### src/rtl/mof_screen_pkg.sv
// Shared types and fp32 helpers for the MOF screening controller.
package mof_screen_pkg;

  typedef enum logic [2:0] {
    ST_IDLE,
    ST_ISSUE,
    ST_COLLECT,
    ST_SETTLE,
    ST_EVAL,
    ST_DONE
  } state_t;

  localparam logic [31:0] FP32_HALF = 32'h3F00_0000;
  localparam logic [31:0] FP32_ONE  = 32'h3F80_0000;

  // Maps fp32 bit patterns onto unsigned keys whose order is the fp32 total order.
  function automatic logic [31:0] fp32_key(input logic [31:0] x);
    return x[31] ? ~x : (x ^ 32'h8000_0000);
  endfunction

endpackage

### src/rtl/mof_screening_controller_if.sv
// VQE request/measurement handshake between the screening controller and the VQE processor.
interface mof_screening_controller_if;
  logic        hamiltonian_ready;
  logic        energy_measurement_ready;
  logic [31:0] ground_state_energy;
  logic [31:0] catalyst_score;
  logic [31:0] stability_prediction;

  modport master (
    output hamiltonian_ready,
    input  energy_measurement_ready,
    input  ground_state_energy,
    input  catalyst_score,
    input  stability_prediction
  );

  modport slave (
    input  hamiltonian_ready,
    output energy_measurement_ready,
    output ground_state_energy,
    output catalyst_score,
    output stability_prediction
  );
endinterface

### src/rtl/mof_run_accumulator.sv
// Per-run collector: pulse count, minimum energy, last score/stability and the pulse watchdog.
module mof_run_accumulator
  import mof_screen_pkg::*;
#(
  parameter int MEAS_PER_RUN   = 10,
  parameter int TIMEOUT_CYCLES = 64
) (
  input  logic        clk,
  input  logic        reset,
  input  logic        clear,
  input  logic        active,
  input  logic        pulse,
  input  logic [31:0] energy,
  input  logic [31:0] score,
  input  logic [31:0] stability,
  output logic [31:0] min_energy,
  output logic [31:0] last_score,
  output logic [31:0] last_stability,
  output logic        timed_out,
  output logic        last_pulse,
  output logic        timeout_hit
);

  localparam int MEAS_W = $clog2(MEAS_PER_RUN + 1);
  localparam int WAIT_W = $clog2(TIMEOUT_CYCLES + 1);
  localparam logic [MEAS_W-1:0] MEAS_LAST = MEAS_W'(MEAS_PER_RUN - 1);
  localparam logic [WAIT_W-1:0] WAIT_LOAD = WAIT_W'(TIMEOUT_CYCLES - 1);

  logic [MEAS_W-1:0] meas_cnt;
  logic [WAIT_W-1:0] wait_cnt;

  assign last_pulse  = active && pulse && (meas_cnt == MEAS_LAST);
  // A pulse on the terminal-count cycle wins over the timeout.
  assign timeout_hit = active && !pulse && (wait_cnt == '0);

  always_ff @(posedge clk or posedge reset) begin
    if (reset) begin
      meas_cnt       <= '0;
      wait_cnt       <= '0;
      min_energy     <= '0;
      last_score     <= '0;
      last_stability <= '0;
      timed_out      <= 1'b0;
    end else if (clear) begin
      meas_cnt       <= '0;
      wait_cnt       <= WAIT_LOAD;
      min_energy     <= '0;
      last_score     <= '0;
      last_stability <= '0;
      timed_out      <= 1'b0;
    end else if (active && pulse) begin
      meas_cnt       <= meas_cnt + 1'b1;
      wait_cnt       <= WAIT_LOAD;
      last_score     <= score;
      last_stability <= stability;
      if (meas_cnt == '0 || fp32_key(energy) < fp32_key(min_energy))
        min_energy <= energy;
    end else if (timeout_hit) begin
      timed_out <= 1'b1;
    end else if (active) begin
      wait_cnt <= wait_cnt - 1'b1;
    end
  end

endmodule

### src/rtl/mof_screening_controller.sv
// Screens NUM_MATERIALS candidates through the VQE processor and reports the best eligible one.
// Optional build macro MOF_SCREEN_STAB_FILTER_EN adds the STAB_MIN stability test to eligibility.
//   state   | meaning
//   IDLE    | waiting for start
//   ISSUE   | hamiltonian_ready pulse for the current run
//   COLLECT | gathering measurement pulses, watchdog running
//   SETTLE  | quiet gap after the run, pulses ignored
//   EVAL    | compare run against best, advance run index
//   DONE    | one-cycle done pulse
module mof_screening_controller
  import mof_screen_pkg::*;
#(
  parameter int          NUM_MATERIALS  = 6,
  parameter int          MEAS_PER_RUN   = 10,
  parameter int          SETTLE_CYCLES  = 3,
  parameter int          TIMEOUT_CYCLES = 64,
  parameter logic [31:0] STAB_MIN       = FP32_HALF
) (
  input  logic                       clk,
  input  logic                       reset,
  input  logic                       start,
  mof_screening_controller_if.master vqe,
  output logic                       busy,
  output logic                       done,
  output logic                       best_valid,
  output logic [2:0]                 best_material,
  output logic [31:0]                best_energy,
  output logic [31:0]                best_score,
  output logic                       timeout_err
);

  localparam int RUN_W    = (NUM_MATERIALS > 1) ? $clog2(NUM_MATERIALS) : 1;
  localparam int SETTLE_W = $clog2(SETTLE_CYCLES + 1);
  localparam logic [RUN_W-1:0]    RUN_LAST    = RUN_W'(NUM_MATERIALS - 1);
  localparam logic [SETTLE_W-1:0] SETTLE_LOAD = SETTLE_W'(SETTLE_CYCLES - 1);

  state_t              state;
  logic [RUN_W-1:0]    run_idx;
  logic [SETTLE_W-1:0] settle_cnt;

  logic [31:0] acc_energy;
  logic [31:0] acc_score;
  logic [31:0] acc_stability;
  logic        acc_timed_out;
  logic        acc_last_pulse;
  logic        acc_timeout_hit;
  logic        stab_ok;
  logic        eligible;
  logic        better;

  mof_run_accumulator #(
    .MEAS_PER_RUN   (MEAS_PER_RUN),
    .TIMEOUT_CYCLES (TIMEOUT_CYCLES)
  ) u_acc (
    .clk            (clk),
    .reset          (reset),
    .clear          (state == ST_ISSUE),
    .active         (state == ST_COLLECT),
    .pulse          (vqe.energy_measurement_ready),
    .energy         (vqe.ground_state_energy),
    .score          (vqe.catalyst_score),
    .stability      (vqe.stability_prediction),
    .min_energy     (acc_energy),
    .last_score     (acc_score),
    .last_stability (acc_stability),
    .timed_out      (acc_timed_out),
    .last_pulse     (acc_last_pulse),
    .timeout_hit    (acc_timeout_hit)
  );

`ifdef MOF_SCREEN_STAB_FILTER_EN
  assign stab_ok = fp32_key(acc_stability) >= fp32_key(STAB_MIN);
`else
  logic unused_stab;
  assign stab_ok     = 1'b1;
  assign unused_stab = ^{acc_stability, STAB_MIN};
`endif

  always_comb begin
    eligible = !acc_timed_out && stab_ok;
    better   = !best_valid
            || (fp32_key(acc_score) > fp32_key(best_score))
            || ((acc_score == best_score) && (fp32_key(acc_energy) < fp32_key(best_energy)));
  end

  always_ff @(posedge clk or posedge reset) begin
    if (reset) begin
      state                 <= ST_IDLE;
      run_idx               <= '0;
      settle_cnt            <= '0;
      vqe.hamiltonian_ready <= 1'b0;
      busy                  <= 1'b0;
      done                  <= 1'b0;
      best_valid            <= 1'b0;
      best_material         <= '0;
      best_energy           <= '0;
      best_score            <= '0;
      timeout_err           <= 1'b0;
    end else begin
      vqe.hamiltonian_ready <= 1'b0;
      done                  <= 1'b0;
      case (state)
        ST_IDLE: begin
          if (start) begin
            state                 <= ST_ISSUE;
            vqe.hamiltonian_ready <= 1'b1;
            busy                  <= 1'b1;
            run_idx               <= '0;
            best_valid            <= 1'b0;
            best_material         <= '0;
            best_energy           <= '0;
            best_score            <= '0;
            timeout_err           <= 1'b0;
          end
        end
        ST_ISSUE: state <= ST_COLLECT;
        ST_COLLECT: begin
          if (acc_last_pulse) begin
            state      <= ST_SETTLE;
            settle_cnt <= SETTLE_LOAD;
          end else if (acc_timeout_hit) begin
            state       <= ST_SETTLE;
            settle_cnt  <= SETTLE_LOAD;
            timeout_err <= 1'b1;
          end
        end
        ST_SETTLE: begin
          if (settle_cnt == '0) state <= ST_EVAL;
          else                  settle_cnt <= settle_cnt - 1'b1;
        end
        ST_EVAL: begin
          if (eligible && better) begin
            best_valid    <= 1'b1;
            best_material <= 3'(run_idx);
            best_energy   <= acc_energy;
            best_score    <= acc_score;
          end
          if (run_idx == RUN_LAST) begin
            state <= ST_DONE;
            done  <= 1'b1;
          end else begin
            run_idx               <= run_idx + 1'b1;
            state                 <= ST_ISSUE;
            vqe.hamiltonian_ready <= 1'b1;
          end
        end
        ST_DONE: begin
          state <= ST_IDLE;
          busy  <= 1'b0;
        end
        default: begin
          state <= ST_IDLE;
          busy  <= 1'b0;
        end
      endcase
    end
  end

endmodule

### src/flat_wrapper.sv
// flat-port wrapper written by rule: the top's interface ports become plain ports
module mof_screening_controller_flat import mof_screen_pkg::*;
#(
  parameter int          NUM_MATERIALS  = 6,
  parameter int          MEAS_PER_RUN   = 10,
  parameter int          SETTLE_CYCLES  = 3,
  parameter int          TIMEOUT_CYCLES = 64,
  parameter logic [31:0] STAB_MIN       = FP32_HALF
)
  (clk, reset, start, busy, done, best_valid, best_material, best_energy, best_score, timeout_err, vqe_hamiltonian_ready, vqe_energy_measurement_ready, vqe_ground_state_energy, vqe_catalyst_score, vqe_stability_prediction);
  mof_screening_controller_if vqe_i ();
  input  logic clk;
  input  logic reset;
  input  logic start;
  output logic busy;
  output logic done;
  output logic best_valid;
  output logic [2:0] best_material;
  output logic [31:0] best_energy;
  output logic [31:0] best_score;
  output logic timeout_err;
  output wire logic [$bits(vqe_i.hamiltonian_ready)-1:0] vqe_hamiltonian_ready;
  input wire logic [$bits(vqe_i.energy_measurement_ready)-1:0] vqe_energy_measurement_ready;
  input wire logic [$bits(vqe_i.ground_state_energy)-1:0] vqe_ground_state_energy;
  input wire logic [$bits(vqe_i.catalyst_score)-1:0] vqe_catalyst_score;
  input wire logic [$bits(vqe_i.stability_prediction)-1:0] vqe_stability_prediction;
  assign vqe_hamiltonian_ready = vqe_i.hamiltonian_ready;
  assign vqe_i.energy_measurement_ready = vqe_energy_measurement_ready;
  assign vqe_i.ground_state_energy = vqe_ground_state_energy;
  assign vqe_i.catalyst_score = vqe_catalyst_score;
  assign vqe_i.stability_prediction = vqe_stability_prediction;
  mof_screening_controller #(.NUM_MATERIALS(NUM_MATERIALS), .MEAS_PER_RUN(MEAS_PER_RUN), .SETTLE_CYCLES(SETTLE_CYCLES), .TIMEOUT_CYCLES(TIMEOUT_CYCLES), .STAB_MIN(STAB_MIN)) u_core (.clk(clk), .reset(reset), .start(start), .vqe(vqe_i), .busy(busy), .done(done), .best_valid(best_valid), .best_material(best_material), .best_energy(best_energy), .best_score(best_score), .timeout_err(timeout_err));
endmodule
### config.mk
export PLATFORM = sky130hd
export DESIGN_NAME = mof_screening_controller_flat
export DESIGN_NICKNAME = d
export VERILOG_FILES = /design/src/rtl/mof_screen_pkg.sv /design/src/rtl/mof_screening_controller_if.sv /design/src/rtl/mof_run_accumulator.sv /design/src/rtl/mof_screening_controller.sv /design/src/flat_wrapper.sv
export SDC_FILE = /design/constraint.sdc
export NUM_CORES = 1
export LEC_CHECK = 0
export ABC_AREA = 0
export ABC_CLOCK_PERIOD_IN_PS = 5400
export CORE_ASPECT_RATIO = 1.75
export CORE_MARGIN = 2
export CORE_UTILIZATION = 45
export CTS_BUF_LIST = sky130_fd_sc_hd__clkbuf_8
export DETAILED_ROUTE_END_ITERATION = 7
export HOLD_SLACK_MARGIN = 0.1
export PLACE_DENSITY = 0.69
export SETUP_SLACK_MARGIN = 0.1
export SYNTH_ARGS = -nofsm -noshare
export SYNTH_HDL_FRONTEND = slang
export SYNTH_SLANG_ARGS = --single-unit
### constraint.sdc
create_clock -name clk -period 5.4 [get_ports clk]
set_input_delay 0.54 -clock clk [delete_from_list [all_inputs] [get_ports clk]]
set_output_delay 0.54 -clock clk [all_outputs]
set_load 0.01 [all_outputs]
==> impl_metrics.env <==
export IMPL_status="finished, final reports clean"
export IMPL_syn_inst=1095
export IMPL_route_detailed_drc=0
export IMPL_r2r_end="u_core.best_score[7]"
export IMPL_htree_levels=4
export IMPL_cp_required_ps=5780
export IMPL_async_flop_share=1.00
export IMPL_r2r_start="u_core.u_acc.min_energy[31]"
export IMPL_cts_buffer_depth=2
export IMPL_vias=8238
export IMPL_cts_hold_buf=0
export IMPL_drt_antenna_violating_nets=0
export IMPL_finalCritPeriodShare=0.790
export IMPL_fin_tns_setup_ps=0
export IMPL_ioPinCount=172
export IMPL_die_x_um=120
export IMPL_drv_slew=0
export IMPL_fin_nets=1409
export IMPL_finalCriticalPeriod_ps=4270
export IMPL_layout_commonest_cell="dfrtp_1"
export IMPL_grt_pass1_vias=8599
export IMPL_antenna_found_initial=0
export IMPL_drt_first_pass_iters=4
export IMPL_whs_path_depth=1
export IMPL_mostFrequentLayoutCells="dfrtp_1, nand2_1, clkdlybuf4s50_1"
export IMPL_relSlewSlack=0.242
export IMPL_clk_latency_ps=480
export IMPL_track_usage=0.228
export IMPL_syn_avg_cell_area_um2=9.60
export IMPL_ff2ff_setup_slack_ps=1130
export IMPL_synthesis_nets=1296
export IMPL_port_buffers=139
export IMPL_hold_slack_ps=502
export IMPL_numCtsBuffers=17
export IMPL_core_um2=23100
export IMPL_rsz0062_at_grt="false"
export IMPL_viasPerCell=5.40
export IMPL_diodes=0
export IMPL_p_leak_nw=5.90
export IMPL_synthTopCellsByArea="dfrtp_1, ha_1, xnor2_1"
export IMPL_ys_types=54
export IMPL_seq_area_frac_synth=0.372
export IMPL_hold_violations=0
export IMPL_finalWeightedCongestion=0.852
export IMPL_synth_seq_cells=156
export IMPL_yosysTopAreaCellShare=0.372
export IMPL_wl_per_cell_um=17.7
export IMPL_powerDensity_nw_per_um2=629
export IMPL_grt_pass1_wl_um=43800
export IMPL_clk_pin_slew_ps=90
export IMPL_grt_max_degree=100
export IMPL_syn2layout_area_growth_pct=19.9
export IMPL_cts_tree="done"
export IMPL_synth_top_area_cell="dfrtp_1"
export IMPL_critPathCaptureType="flip-flop"
export IMPL_critPathLaunchType="flip-flop"
export IMPL_synth_flop_cell="dfrtp_1"
export IMPL_finalWirelength_um=27000
export IMPL_setup_viol=0
export IMPL_overflow=0
export IMPL_cp_max_fo=64
export IMPL_clock_skew_ps=14.0
export IMPL_hpwl_um=19400
export IMPL_cts_setup_buffers=0
export IMPL_drt_iter0_drc=354
export IMPL_crit_end="u_core.best_score[7]"
export IMPL_fp_dieArea_um2=24600
export IMPL_core_rowCount=74
export IMPL_fp_dieH_um=206
export IMPL_layout_drive_gt1_share=0.0524
export IMPL_fin_util=0.544
export IMPL_cts_resized=0
export IMPL_fmaxAchievable_mhz=234
export IMPL_arrival_ps=4650
export IMPL_tightest_slew_ps=1120
export IMPL_hp_class="reg -> reg"
export IMPL_synth_area_um2=10500
export IMPL_r2r_cells=13
export IMPL_crit_start="u_core.u_acc.min_energy[31]"
export IMPL_cts_sinks=156
export IMPL_critical_path_class="reg -> reg"
export IMPL_cts_root_buf="clkbuf_8"
export IMPL_ir_drop_mv=0.336
export IMPL_start_util=0.454
export IMPL_maxCapViolations=0
export IMPL_yosys_warnings=0
export IMPL_synth_edff_count=0
==> cells by family after synthesis <==
group,Yosys count,synth area share
AND/OR/NAND/NOR,239,0.102
AO/OA/AOI/OAI,197,0.127
XOR/XNOR,192,0.160
flip-flops,156,0.372
buffers and inverters,143,0.0560
adder cells (fa/ha/maj),101,0.120
multiplexers,67,0.0638
==> cell type report <==
cell class              count  area, um^2
clock buffers              22         303
clock inverters            10        90.1
fillers                  2119       10600
inverters                  79         302
multi-input cells         796        6060
flip-flops and latches    156        3910
well taps                 304         380
repair buffers            158        1550
==> through the flow <==
step | cell area [um^2] | total power, mW | instances | worst slack [ps]
after detailed placement | 12200 | 7.07 | 1493 | 1180
after floorplan | 10500 | 5.54 | 1095 | 653
after CTS | 12600 | 8.00 | 1525 | 1140
after global placement | 12200 | 6.93 | 1493 | 1250
after global routing | 12600 | 8.73 | 1525 | 759
final | 12600 | 7.92 | 1525 | 1130
==> synthesized netlist by cell type (3+ instances only) <==
library cell / instances
buf_6: 3
inv_1: 79
nand2_1: 140
a21boi_0: 3
buf_4: 3
clkbuf_1: 29
o31ai_1: 32
nor4_1: 6
xor2_1: 89
dfrtp_1: 156
a21o_1: 6
o21ai_0: 49
a211oi_1: 4
nand4_1: 18
a21oi_1: 40
or4_1: 3
xnor2_1: 103
nor2b_1: 5
mux2i_1: 67
buf_2: 14
nor3_1: 7
a2111oi_0: 3
buf_1: 15
nor2_1: 25
ha_1: 101
o41ai_1: 3
a22o_1: 34
nand3_1: 21
==> report_power, final <==
part           total [mW]  internal (mW)  switching, mW
clock               0.885          0.422          0.462
combinational        4.80           2.30           2.50
sequential           2.23           1.63          0.603
total                7.92           4.35           3.57
==> how the worst min path moves through the flow <==
stage,start,slack (ps),to
4_1_cts,u_core.settle_cnt[0],510,u_core.settle_cnt[0]
2_1_floorplan,u_core.settle_cnt[0],450,u_core.settle_cnt[0]
3_3_place_gp,u_core.settle_cnt[0],470,u_core.settle_cnt[0]
6_report,u_core.settle_cnt[0],500,u_core.settle_cnt[0]
3_5_place_dp,u_core.settle_cnt[0],500,u_core.settle_cnt[0]
5_1_grt,u_core.settle_cnt[0],530,u_core.settle_cnt[0]
==> per-layer routing <==
metal  GRT usage  up-vias  share of wire
met5           0        -              0
met4      0.0975        0          0.034
met3      0.0373       52          0.031
met2       0.440      178           0.55
met1       0.239     4029           0.38
li1            -     3979              -
==> registers in the layout (all words and copies together) (netlist names) <==
name / cells
u_core.best_valid: 1
u_core.u_acc.last_score: 32
u_core.timeout_err: 1
u_core.best_material: 3
u_core.busy: 1
u_core.settle_cnt: 2
u_core.u_acc.meas_cnt: 4
u_core.best_energy: 32
u_core.best_score: 32
u_core.u_acc.wait_cnt: 7
u_core.u_acc.timed_out: 1
u_core.state: 3
u_core.run_idx: 3
u_core.u_acc.min_energy: 32
u_core.done: 1
u_core.vqe.hamiltonian_ready: 1
==> worst max-delay path, cell delays in order (launching register included) <==
cell,delay [ps]
dfrtp_1,910
buf_4,340
buf_4,260
xnor2_1,180
inv_1,80
ha_1,310
a21oi_1,160
o21ai_0,150
a221oi_1,340
o311ai_0,340
a21oi_4,260
buf_4,530
o21ai_0,180
o31ai_1,120
Note: power is estimated with default switching activity, not from simulation.
